===== src/rtl/mips_writeback_unit.sv =====
// Write-port driver for the MiniMIPS 8x32 register file: merges ALU and buffered memory results, tracks pending writes.
// Optional forwarding outputs are built when MIPS_WB_FORWARD_EN is defined; otherwise they are tied to zero.
module mips_writeback_unit #(
    parameter int DEPTH        = 4,
    parameter int STARVE_LIMIT = 3
) (
    input  logic        clk,
    input  logic        rst_n,
    input  logic        alu_valid,
    output logic        alu_ready,
    input  logic [2:0]  alu_reg,
    input  logic [31:0] alu_data,
    input  logic        mem_valid,
    output logic        mem_ready,
    input  logic [2:0]  mem_reg,
    input  logic [31:0] mem_data,
    input  logic        issue_valid,
    input  logic [2:0]  issue_reg,
    input  logic [2:0]  query_reg_1,
    input  logic [2:0]  query_reg_2,
    output logic        pending_1,
    output logic        pending_2,
    output logic [7:0]  pending_vec,
    output logic [31:0] write_data,
    output logic [2:0]  write_reg,
    output logic        signal_reg_write,
    output logic        fwd_hit_1,
    output logic        fwd_hit_2,
    output logic [31:0] fwd_data_1,
    output logic [31:0] fwd_data_2
);

    localparam int PTR_W = (DEPTH > 1) ? $clog2(DEPTH) : 1;
    localparam int CNT_W = PTR_W + 1;
    localparam int STV_W = (STARVE_LIMIT > 0) ? $clog2(STARVE_LIMIT + 1) : 1;

    logic [2:0]       fifo_reg_q  [DEPTH];
    logic [31:0]      fifo_data_q [DEPTH];
    logic [PTR_W-1:0] wr_ptr_q, wr_ptr_d;
    logic [PTR_W-1:0] rd_ptr_q, rd_ptr_d;
    logic [CNT_W-1:0] count_q, count_d;
    logic [STV_W-1:0] starve_q, starve_d;
    logic [7:0]       pending_q, pending_d;
    logic [2:0]       write_reg_q, write_reg_d;
    logic [31:0]      write_data_q, write_data_d;
    logic             reg_write_q, reg_write_d;

    logic             fifo_empty;
    logic             fifo_full;
    logic             force_grant;
    logic             alu_fire;
    logic             mem_push;
    logic             mem_pop;
    logic             win_valid;
    logic [2:0]       win_reg;
    logic [31:0]      win_data;
    logic             do_write;

    assign fifo_empty  = (count_q == '0);
    assign fifo_full   = (count_q == CNT_W'(DEPTH));
    assign force_grant = (starve_q == STV_W'(STARVE_LIMIT));

    assign alu_ready = !force_grant;
    assign mem_ready = !fifo_full;

    assign alu_fire = alu_valid && !force_grant;
    assign mem_push = mem_valid && !fifo_full;
    assign mem_pop  = !fifo_empty && (force_grant || !alu_valid);

    // ALU wins unless it is idle or the FIFO has been starved long enough to force a grant.
    always_comb begin
        win_valid = 1'b0;
        win_reg   = 3'd0;
        win_data  = 32'd0;
        if (alu_fire) begin
            win_valid = 1'b1;
            win_reg   = alu_reg;
            win_data  = alu_data;
        end else if (mem_pop) begin
            win_valid = 1'b1;
            win_reg   = fifo_reg_q[rd_ptr_q];
            win_data  = fifo_data_q[rd_ptr_q];
        end
    end

    assign do_write = win_valid && (win_reg != 3'd0);

    always_comb begin
        wr_ptr_d = wr_ptr_q;
        rd_ptr_d = rd_ptr_q;
        count_d  = count_q;
        starve_d = starve_q;
        if (mem_push) begin
            wr_ptr_d = wr_ptr_q + PTR_W'(1);
        end
        if (mem_pop) begin
            rd_ptr_d = rd_ptr_q + PTR_W'(1);
        end
        case ({mem_push, mem_pop})
            2'b10:   count_d = count_q + CNT_W'(1);
            2'b01:   count_d = count_q - CNT_W'(1);
            default: count_d = count_q;
        endcase
        if (mem_pop) begin
            starve_d = '0;
        end else if (!fifo_empty && alu_fire) begin
            starve_d = starve_q + STV_W'(1);
        end
    end

    // A set from issue overrides a clear from the same cycle's write; register 0 never pends.
    always_comb begin
        pending_d = pending_q;
        if (do_write) begin
            pending_d[win_reg] = 1'b0;
        end
        if (issue_valid) begin
            pending_d[issue_reg] = 1'b1;
        end
        pending_d[0] = 1'b0;
    end

    always_comb begin
        reg_write_d  = do_write;
        write_reg_d  = write_reg_q;
        write_data_d = write_data_q;
        if (do_write) begin
            write_reg_d  = win_reg;
            write_data_d = win_data;
        end
    end

    always_ff @(posedge clk) begin
        if (mem_push) begin
            fifo_reg_q[wr_ptr_q]  <= mem_reg;
            fifo_data_q[wr_ptr_q] <= mem_data;
        end
    end

    always_ff @(posedge clk or negedge rst_n) begin
        if (!rst_n) begin
            wr_ptr_q     <= '0;
            rd_ptr_q     <= '0;
            count_q      <= '0;
            starve_q     <= '0;
            pending_q    <= '0;
            write_reg_q  <= 3'd0;
            write_data_q <= 32'd0;
            reg_write_q  <= 1'b0;
        end else begin
            wr_ptr_q     <= wr_ptr_d;
            rd_ptr_q     <= rd_ptr_d;
            count_q      <= count_d;
            starve_q     <= starve_d;
            pending_q    <= pending_d;
            write_reg_q  <= write_reg_d;
            write_data_q <= write_data_d;
            reg_write_q  <= reg_write_d;
        end
    end

    assign pending_vec      = pending_q;
    assign pending_1        = pending_q[query_reg_1];
    assign pending_2        = pending_q[query_reg_2];
    assign write_reg        = write_reg_q;
    assign write_data       = write_data_q;
    assign signal_reg_write = reg_write_q;

`ifdef MIPS_WB_FORWARD_EN
    assign fwd_hit_1  = reg_write_q && (write_reg_q == query_reg_1) && (query_reg_1 != 3'd0);
    assign fwd_hit_2  = reg_write_q && (write_reg_q == query_reg_2) && (query_reg_2 != 3'd0);
    assign fwd_data_1 = write_data_q;
    assign fwd_data_2 = write_data_q;
`else
    assign fwd_hit_1  = 1'b0;
    assign fwd_hit_2  = 1'b0;
    assign fwd_data_1 = 32'd0;
    assign fwd_data_2 = 32'd0;
`endif

endmodule


===== config.mk =====
export PLATFORM = sky130hd
export DESIGN_NAME = mips_writeback_unit
export DESIGN_NICKNAME = d
export VERILOG_FILES = /design/src/rtl/mips_writeback_unit.sv
export SDC_FILE = /design/constraint.sdc
export NUM_CORES = 1
export LEC_CHECK = 0
export ABC_AREA = 1
export BUFFER_PORTS_ARGS = -buffer_cell sky130_fd_sc_hd__buf_2
export CAP_MARGIN = 15
export CORE_MARGIN = 3
export CORE_UTILIZATION = 55
export DETAILED_ROUTE_END_ITERATION = 16
export GPL_ROUTABILITY_DRIVEN = 0
export PLACE_DENSITY_LB_ADDON = 0.2
export SLEW_MARGIN = 10
export SYNTH_ARGS = -nofsm -noshare
export SYNTH_HDL_FRONTEND = slang
export SYNTH_SLANG_ARGS = --single-unit

===== constraint.sdc =====
create_clock -name clk -period 5 [get_ports clk]
set_input_delay 1 -clock clk [delete_from_list [all_inputs] [get_ports clk]]
set_output_delay 1 -clock clk [all_outputs]
set_load 0.01 [all_outputs]

==> results.py <==
metrics = {
    "drt": {
        "drt_wl_total_um": 18400,
        "dr.pass1.iters": 5,
        "viasPerCell": 5.05,
        "wl_per_cell_um": 15.6,
        "drt-initial-drc-count": 406,
        "drc": 0,
        "ant_nets": 0,
        "via_count": 5964,
    },
    "power_and_ir_drop": {
        "cellLeakagePower_uw": 0.00444,
        "ir_worst_vdd_mv": 0.327,
        "power_density_nw_per_um2": 596,
    },
    "final_layout": {
        "finish.cell_count_without_fillers": 1181,
        "fill_cells": 1282,
        "layout-drive-gt1-share_pct": 19.9,
        "largest_reg_flops": 128,
        "syn2layout_area_growth_pct": 13.7,
        "diodes": 0,
        "nets": 1048,
        "largest_register": "fifo_data_q",
    },
    "grt": {
        "antenna_found_initial": 0,
        "grtUsageMet1_pct": 28.1,
        "grt_overflow": 0,
        "grtUsageMet3_pct": 3.98,
        "grt_use_met2_pct": 35.8,
        "grt_pass1_wl_um": 28600,
        "grt.total_usage_pct": 21.1,
        "busiest_layer": "met2",
        "grt_max_degree": 72,
        "grt_pass1_vias": 5444,
    },
    "synthesis": {
        "synthTopCellsByArea": "edfxtp_1 (48%), dfrtp_1 (15%), nand2_1 (13%)",
        "synth_common_cells": "nand2_1 (310), edfxtp_1 (140), nand3_1 (140)",
        "synthArstFlopShare_pct": 27.1,
        "post_synth_num_cell_types": 33,
        "ys_seq_area_share_pct": 63.4,
        "syn_area_sq_um": 8680,
        "yosysMostFrequentCell": "nand2_1",
        "yosysWarnings": 0,
        "yosysTopAreaCellShare_pct": 48.4,
        "syn_inst": 839,
        "yosysTopAreaCell": "edfxtp_1",
        "synth_edf_count": 140,
        "ys_ff_latch": 192,
        "avgSynthCellArea_sq_um": 10.3,
        "synth-main-ff-cell": "edfxtp_1",
    },
    "worst_setup_path": {
        "critPathKind": "reg -> reg",
        "crit_path_end_kind": "flop",
        "critPathLaunchType": "flop",
        "crit_required_ns": 5.31,
        "path_max_fanout": 37,
        "arrival_ns": 3.36,
    },
    "sta": {
        "hold_viol": 0,
        "fin_crit_ns": 3.05,
        "rsz0062_at_grt": "no",
        "tightestPinTransition_ns": 0.993,
        "hold_ws_ns": 0.478,
        "finalClockSkew_ns": 0.00502,
        "finalSetupTns_ns": 0,
        "timing.slew.headroom_pct": 33.7,
        "fmax_mhz": 328,
        "min_period_over_period_pct": 61.0,
        "setup_viol": 0,
        "slew_viol_final": 0,
    },
    "placed_design": {
        "dp_hpwl_um": 11200,
        "io_buffers": 130,
        "dp_cells": 1147,
    },
    "floorplan": {
        "io_pins": 198,
        "die_height_um": 132,
        "core-area_sq_um": 15300,
        "rows": 45,
        "initial_core_util_pct": 56.7,
        "die_w_um": 132,
        "die_area_sq_um": 17300,
    },
    "cts": {
        "path_clk_slew_ns": 0.06,
        "cts_made_buffers": 17,
        "cts_hold_buf": 0,
        "insertion_delay_ns": 0.42,
        "h-tree-depth": 4,
        "post_cts_buffers": 0,
        "cts_resized": 0,
        "root_buffer": "clkbuf_16",
        "cts_sinks": 192,
        "clk_path_buf_depth": 2,
        "cts_tree": "yes",
    },
    "run": {
        "cap_violations": 0,
    },
    "status": {
        "status": "completed",
    },
    "worst_hold_path": {
        "hold_class": "reg -> reg",
    },
}
logic make-up (layout without fill, tap and decap cells):
| logic type | Yosys count | in the layout | share of synthesized area, % |
|---|---|---|---|
| simple gates | 482 | 482 | 23.8 |
| flops | 192 | 192 | 63.4 |
| buf+inv | 134 | 199 | 9.73 |
| compound gates | 19 | 19 | 1.50 |
| fa+ha+maj | 7 | 7 | 1.10 |
| xor+xnor | 4 | 4 | 0.404 |
| other cells | 1 | 67 | 0.0432 |
power by group:
part           internal (uW)  switching (uW)  total [uW]
clock network            828             557        1380
logic                    666            1410        2080
registers               2180             241        2420
path summary, 6_finish.rpt:
path                              start        endpoint  slack [ns]  depth (start not counted)
min in group asynchronous         rst_n  write_data[11]        0.72                          2
hold reg to reg            write_reg[0]    write_reg[0]        0.48                          2
setup reg to reg            rd_ptr_q[1]  write_data[17]        1.95                          7
setup / recovery            rd_ptr_q[1]  write_data[17]        1.95                          7
hold / removal             write_reg[0]    write_reg[0]        0.48                          2
max in group asynchronous         rst_n     rd_ptr_q[1]        3.78                          2
cells in the final DEF, fill, tap and decap left out, types with 3 or more instances in the layout:
cell type | synthesis | final
buf_4 | 68 | 6
clkbuf_16 | 0 | 19
o21ai_0 | 5 | 5
nand4_1 | 7 | 7
buf_2 | 11 | 130
a21oi_1 | 5 | 5
nand2_2 | 3 | 3
nand2_1 | 310 | 310
ha_1 | 6 | 6
edfxtp_1 | 140 | 140
xor2_1 | 3 | 3
nand3_1 | 140 | 140
inv_1 | 22 | 22
nor2_1 | 16 | 12
inv_2 | 5 | 5
dfrtp_1 | 52 | 50
nor2_4 | 1 | 5
clkbuf_8 | 0 | 6
conb_1 | 1 | 67
metal layers:
metal	wire length, um	vias to the layer above
met4	235	0
met5	0	-
met3	1150	15
met1	7850	2829
met2	9210	214
li1	-	2906
metrics by stage:
stage	worst slack (ns)	utilization [%]	cell area, sq um	total power, uW
3_5_place_dp	1.92	60.0	9190	4510
5_1_grt	1.64	64.4	9870	6290
6_report	1.95	64.4	9870	5880
4_1_cts	1.91	64.1	9810	5890
2_1_floorplan	1.91	-	8930	3940
3_3_place_gp	2.02	60.0	9190	4460
worst max-delay path: stages (launching register included):
cell     delay [ns]
dfrtp_2        0.90
inv_2          0.56
nand2_1        0.20
nand2_1        0.12
a21oi_4        0.42
nand3_4        0.46
nand2_1        0.19
nand2_1        0.07
cell type report:
type,count,area [sq um],area share (%)
Sequential cell,192,5510,55.8
Multi-Input combinational cell,579,2610,26.4
Timing Repair Buffer,138,751,7.61
Clock buffer,26,562,5.69
Tap cell,211,264,2.68
Inverter,29,114,1.15
Clock inverter,6,63.8,0.647
Power figures use the tool's default switching activity.
